### src/rtl/serial_subtractor.sv
// Bit-serial subtractor: computes (a - b - bin) mod 2^WIDTH one bit per clock, LSB first,
// and reports the final borrow. Operands are captured on an accepted start.
module serial_subtractor #(
  parameter int WIDTH = 4
) (
  input  logic             clk,
  input  logic             rst_n,
  input  logic             start,
  input  logic [WIDTH-1:0] a,
  input  logic [WIDTH-1:0] b,
  input  logic             bin,
  output logic             busy,
  output logic             done,
  output logic [WIDTH-1:0] diff,
  output logic             bout
);

  localparam int CW = (WIDTH > 1) ? $clog2(WIDTH) : 1;

  typedef enum logic [1:0] {
    IDLE = 2'd0,
    RUN  = 2'd1,
    DONE = 2'd2
  } state_t;

  state_t           state_q, state_d;
  logic [WIDTH-1:0] a_sr_q, a_sr_d;
  logic [WIDTH-1:0] b_sr_q, b_sr_d;
  logic [WIDTH-1:0] res_q, res_d;
  logic [WIDTH-1:0] diff_q, diff_d;
  logic [CW-1:0]    cnt_q, cnt_d;
  logic             borrow_q, borrow_d;
  logic             bout_q, bout_d;
  logic             busy_q, busy_d;
  logic             done_q, done_d;

  logic             diff_bit;
  logic             next_borrow;
  logic             last_bit;

  // Full-subtractor on the current LSBs of the operand shift registers.
  assign diff_bit    = a_sr_q[0] ^ b_sr_q[0] ^ borrow_q;
  assign next_borrow = (~a_sr_q[0] & b_sr_q[0]) | (~a_sr_q[0] & borrow_q) | (b_sr_q[0] & borrow_q);
  assign last_bit    = (cnt_q == CW'(WIDTH - 1));

  always_comb begin
    state_d  = state_q;
    a_sr_d   = a_sr_q;
    b_sr_d   = b_sr_q;
    res_d    = res_q;
    diff_d   = diff_q;
    cnt_d    = cnt_q;
    borrow_d = borrow_q;
    bout_d   = bout_q;
    busy_d   = busy_q;
    done_d   = done_q;

    case (state_q)
      IDLE, DONE: begin
        done_d  = 1'b0;
        state_d = IDLE;
        if (start) begin
          a_sr_d   = a;
          b_sr_d   = b;
          borrow_d = bin;
          cnt_d    = '0;
          busy_d   = 1'b1;
          state_d  = RUN;
        end
      end

      RUN: begin
        a_sr_d   = a_sr_q >> 1;
        b_sr_d   = b_sr_q >> 1;
        res_d    = {diff_bit, res_q[WIDTH-1:1]};
        borrow_d = next_borrow;
        cnt_d    = cnt_q + CW'(1);
        // The result bit computed on this edge is the MSB, so publish the whole word now.
        if (last_bit) begin
          diff_d  = {diff_bit, res_q[WIDTH-1:1]};
          bout_d  = next_borrow;
          busy_d  = 1'b0;
          done_d  = 1'b1;
          state_d = DONE;
        end
      end

      default: begin
        state_d = IDLE;
        busy_d  = 1'b0;
        done_d  = 1'b0;
      end
    endcase
  end

  always_ff @(posedge clk or negedge rst_n) begin
    if (!rst_n) begin
      state_q  <= IDLE;
      a_sr_q   <= '0;
      b_sr_q   <= '0;
      res_q    <= '0;
      diff_q   <= '0;
      cnt_q    <= '0;
      borrow_q <= 1'b0;
      bout_q   <= 1'b0;
      busy_q   <= 1'b0;
      done_q   <= 1'b0;
    end else begin
      state_q  <= state_d;
      a_sr_q   <= a_sr_d;
      b_sr_q   <= b_sr_d;
      res_q    <= res_d;
      diff_q   <= diff_d;
      cnt_q    <= cnt_d;
      borrow_q <= borrow_d;
      bout_q   <= bout_d;
      busy_q   <= busy_d;
      done_q   <= done_d;
    end
  end

  assign busy = busy_q;
  assign done = done_q;
  assign diff = diff_q;
  assign bout = bout_q;

endmodule

### config.mk
export PLATFORM = sky130hd
export DESIGN_NAME = serial_subtractor
export DESIGN_NICKNAME = d
export VERILOG_FILES = /design/src/rtl/serial_subtractor.sv
export SDC_FILE = /design/constraint.sdc
export NUM_CORES = 1
export LEC_CHECK = 0
export BUFFER_PORTS_ARGS = -buffer_cell sky130_fd_sc_hd__buf_2
export CAP_MARGIN = 20
export CORE_ASPECT_RATIO = 0.8
export CORE_MARGIN = 1
export CORE_UTILIZATION = 48
export DETAILED_ROUTE_END_ITERATION = 10
export GPL_ROUTABILITY_DRIVEN = 0
export PLACE_DENSITY = 0.73
export SLEW_MARGIN = 20
export SYNTH_ARGS = -nofsm -noshare
export SYNTH_HDL_FRONTEND = slang
export SYNTH_SLANG_ARGS = --single-unit
export TNS_END_PERCENT = 1
### constraint.sdc
create_clock -name clk -period 1.2 [get_ports clk]
set_input_delay 0.06 -clock clk [delete_from_list [all_inputs] [get_ports clk]]
set_output_delay 0.06 -clock clk [all_outputs]
set_load 0.1 [all_outputs]
==> results_dict.tcl <==
set metrics [dict create \
    port_buffers 18 \
    finalCriticalPeriod_ns 1.25 \
    critical_path.startpoint "cnt_q[0]$_DFFE_PN0P_" \
    insertedDiodeCount 0 \
    unrepaired_setup_endpoints_after_global_routing "true" \
    final_max_slew_viol_count 0 \
    seq_area_frac_synth 0.506 \
    rrSetupSlack_ns -0.05 \
    clk_pin_slew_ns 0.12 \
    dr_total_vias 685 \
    grt_max_degree 23 \
    critPathKind "register to register" \
    fill_cells 176 \
    number_of_buffers_created_by_cts 3 \
    vias_per_cell 5.23 \
    ios 19 \
    floorplan.initialDensity 0.508 \
    layout-area-overhead-vs-synth_pct 25.3 \
    synthDominantAreaCellType "sky130_fd_sc_hd__dfrtp_1" \
    skew_pair_late_insertion_delay_ns 0.31 \
    share_of_yosys_cell_area_claimed_by_the_top_area_cell_type 0.506 \
    max_freq_ghz 0.800 \
    place_hpwl_mm 1.31 \
    track_usage 0.174 \
    die_w_um 55.2 \
    syn_nets 94 \
    endpoint "cnt_q[1]$_DFFE_PN0P_" \
    synth-seq-cells 22 \
    grt_first_pass_wirelength_mm 3.15 \
    synth_top_cells_by_area "sky130_fd_sc_hd__dfrtp_1, sky130_fd_sc_hd__mux2i_1, sky130_fd_sc_hd__mux2_1, sky130_fd_sc_hd__mux2_2, sky130_fd_sc_hd__fa_1" \
    cts-htree-levels 1 \
    die_y_um 44.6 \
    finalCritPeriodShare 1.04 \
    crit_path_max_fanout 2 \
    timing.critical_path.to_type "register" \
    synthArstFlopShare 1.00 \
    floorplan.die_area_sq_um 2460 \
    drt_pre_antenna_iters 3 \
    post_synth_instance_area_sq_um 1090 \
    worst_hold_path_type "input pin to register" \
    timing.clock.skew_ns 0.00302 \
    cts_root_buf "sky130_fd_sc_hd__clkbuf_4" \
    synth.distinct_cells 23 \
    cts.repair_timing.setup_buffer_count 0 \
    post-route-drc-count 0 \
    worstPathArrival_ns 1.46 \
    start_kind "register" \
    drt_first_iter_violations 10 \
    nNetsFinal 121 \
    postSynthCellCount 80 \
    timing.rr.end "cnt_q[1]$_DFFE_PN0P_" \
    timing.final.hold_violations 0 \
    regArea_sq_um 554 \
    setup_ws_ns -0.0501 \
    row_count 15 \
    first_global_vias 677 \
    required_time_at_the_worst_slack_endpoint_ns 1.41 \
    final_ant_viol_nets 0 \
    detail_route.wirelength_mm 1.88 \
    setup_violations 5 \
    multi_input_comb_area_sq_um 519 \
    drive_above_1_share 0.425 \
    synth_flop_cell "sky130_fd_sc_hd__dfrtp_1" \
    ys.warnings.count 0 \
    antenna_found_initial 0 \
    edff_count_synth 0 \
    max-clock-path-buffers 2 \
    cts_tree "built" \
    drv_cap 0 \
    design.core.area_sq_um 2140 \
    r2r_cells 3 \
    max_slew_margin_vs_limit 0.671 \
    worst_r2r_startpoint "cnt_q[0]$_DFFE_PN0P_" \
    fin_worst_hold_slack_ns 0.0232 \
    run_status "complete, but fails checks" \
    synth.avg_cell_area_sq_um 13.6 \
    grt.overflow.total 0 \
    max_slew.worst_pin.slew_ns 0.493 \
    cts_sinks 22 \
    routedWlPerCell_um 14.4 \
    failed_checks "negative setup slack" \
]
## area by class of cell
type / instances / area share
Sequential cell: 22 / 0.407
Multi-Input combinational cell: 49 / 0.381
Timing Repair Buffer: 27 / 0.152
Clock buffer: 4 / 0.0266
Tap cell: 25 / 0.0230
Inverter: 4 / 0.0110
## stage by stage
step / std cells / instance area [sq um] / setup slack [ns] / utilization / setup TNS (ns)
global placement: 126 / 1280 / -0.0365 / 0.599 / -0.0365
detailed placement: 126 / 1280 / -0.0777 / 0.599 / -0.118
floorplan: 80 / 1110 / -0.121 / - / -0.921
finish: 131 / 1360 / -0.0501 / 0.637 / -0.0616
global route: 131 / 1360 / -0.0768 / 0.637 / -0.331
CTS: 131 / 1340 / -0.0554 / 0.626 / -0.0866
## metal layers
metal / wire length, um / global-route usage / part of all wire
met1: 849 / 0.231 / 0.45
met5: 0 / 0 / 0
met2: 954 / 0.270 / 0.51
met3: 69 / 0.0614 / 0.037
met4: 12 / 0.0600 / 0.0064
## critical path: stages (launching register included)
cell and delay [ns]:
sky130_fd_sc_hd__dfrtp_1 0.44, sky130_fd_sc_hd__ha_4 0.25, sky130_fd_sc_hd__mux2_4 0.26, sky130_fd_sc_hd__a22o_1 0.21
## logic make-up after synthesis
kind of cell,after synthesis,share of synthesized area
DFF,22,0.506
adders and majority gates,2,0.0299
xor gates and xnor gates,1,0.00806
buffers and inverters,9,0.0472
and+or+nand+nor,8,0.0598
muxes,33,0.316
AOI/OAI and AO/OA,5,0.0322
## sequential cells by signal (all words and copies together), names as in the netlist
| name | cells |
|---|---|
| bout | 1 |
| diff | 4 |
| b_sr_q | 4 |
| borrow_q | 1 |
| state_q | 2 |
| a_sr_q | 4 |
| cnt_q | 2 |
| res_q | 3 |
| busy | 1 |
## layout by cell type, fill, tap and decap left out
cell | synthesis | final
sky130_fd_sc_hd__mux2i_1 | 25 | 25
sky130_fd_sc_hd__dfrtp_1 | 22 | 21
sky130_fd_sc_hd__buf_2 | 1 | 11
sky130_fd_sc_hd__clkbuf_4 | 0 | 8
sky130_fd_sc_hd__buf_4 | 2 | 7
sky130_fd_sc_hd__mux2_4 | 1 | 6
sky130_fd_sc_hd__inv_1 | 4 | 3
sky130_fd_sc_hd__mux2_2 | 2 | 2
sky130_fd_sc_hd__nand3_1 | 2 | 2
sky130_fd_sc_hd__o21ai_0 | 2 | 2
sky130_fd_sc_hd__nor2_1 | 2 | 2
sky130_fd_sc_hd__buf_12 | 0 | 2
sky130_fd_sc_hd__inv_2 | 0 | 1
sky130_fd_sc_hd__nand3b_4 | 1 | 1
sky130_fd_sc_hd__xnor2_1 | 1 | 1
sky130_fd_sc_hd__nor3b_1 | 1 | 1
sky130_fd_sc_hd__a21o_1 | 1 | 1
sky130_fd_sc_hd__nor2b_4 | 1 | 1
sky130_fd_sc_hd__a22o_1 | 1 | 1
sky130_fd_sc_hd__nor2_2 | 1 | 1
sky130_fd_sc_hd__o2bb2ai_1 | 1 | 1
sky130_fd_sc_hd__fa_2 | 0 | 1
sky130_fd_sc_hd__ha_4 | 0 | 1
sky130_fd_sc_hd__clkbuf_8 | 0 | 1
sky130_fd_sc_hd__dlygate4sd3_1 | 0 | 1
sky130_fd_sc_hd__buf_6 | 1 | 1
sky130_fd_sc_hd__dfrtp_4 | 0 | 1
## repair_timing
action | in CTS | in global routing
pin swaps | 1 | 1
hold buffers | 1 | 0
hold endpoints to repair | 22 | 0
resized for setup | 5 | 6
setup endpoints to repair | 10 | 13
## cell usage after synthesis, types with 2 or more instances
library cell and number:
sky130_fd_sc_hd__dfrtp_1 22, sky130_fd_sc_hd__mux2i_1 25, sky130_fd_sc_hd__nor2_1 2, sky130_fd_sc_hd__buf_4 2
sky130_fd_sc_hd__mux2_2 2, sky130_fd_sc_hd__mux2_1 5, sky130_fd_sc_hd__o21ai_0 2, sky130_fd_sc_hd__nand3_1 2
sky130_fd_sc_hd__inv_1 4
## how the worst min path moves through the flow
stage                     startpoint                     to  slack, ns  cells past startpoint
after floorplan                rst_n  a_sr_q[0]$_DFFE_PN0P_      -0.24                      0
after global placement         rst_n    diff[1]$_DFFE_PN0P_       0.06                      1
after detailed placement       rst_n    diff[1]$_DFFE_PN0P_       0.06                      1
after CTS                       a[1]  a_sr_q[1]$_DFFE_PN0P_       0.02                      3
after global routing            b[3]  b_sr_q[3]$_DFFE_PN0P_       0.02                      3
final                           a[1]  a_sr_q[1]$_DFFE_PN0P_       0.02                      3
Power is left out: the tool's default activity adds up to more than one toggle a clock period on the data nets, which glitch-free logic cannot reach.
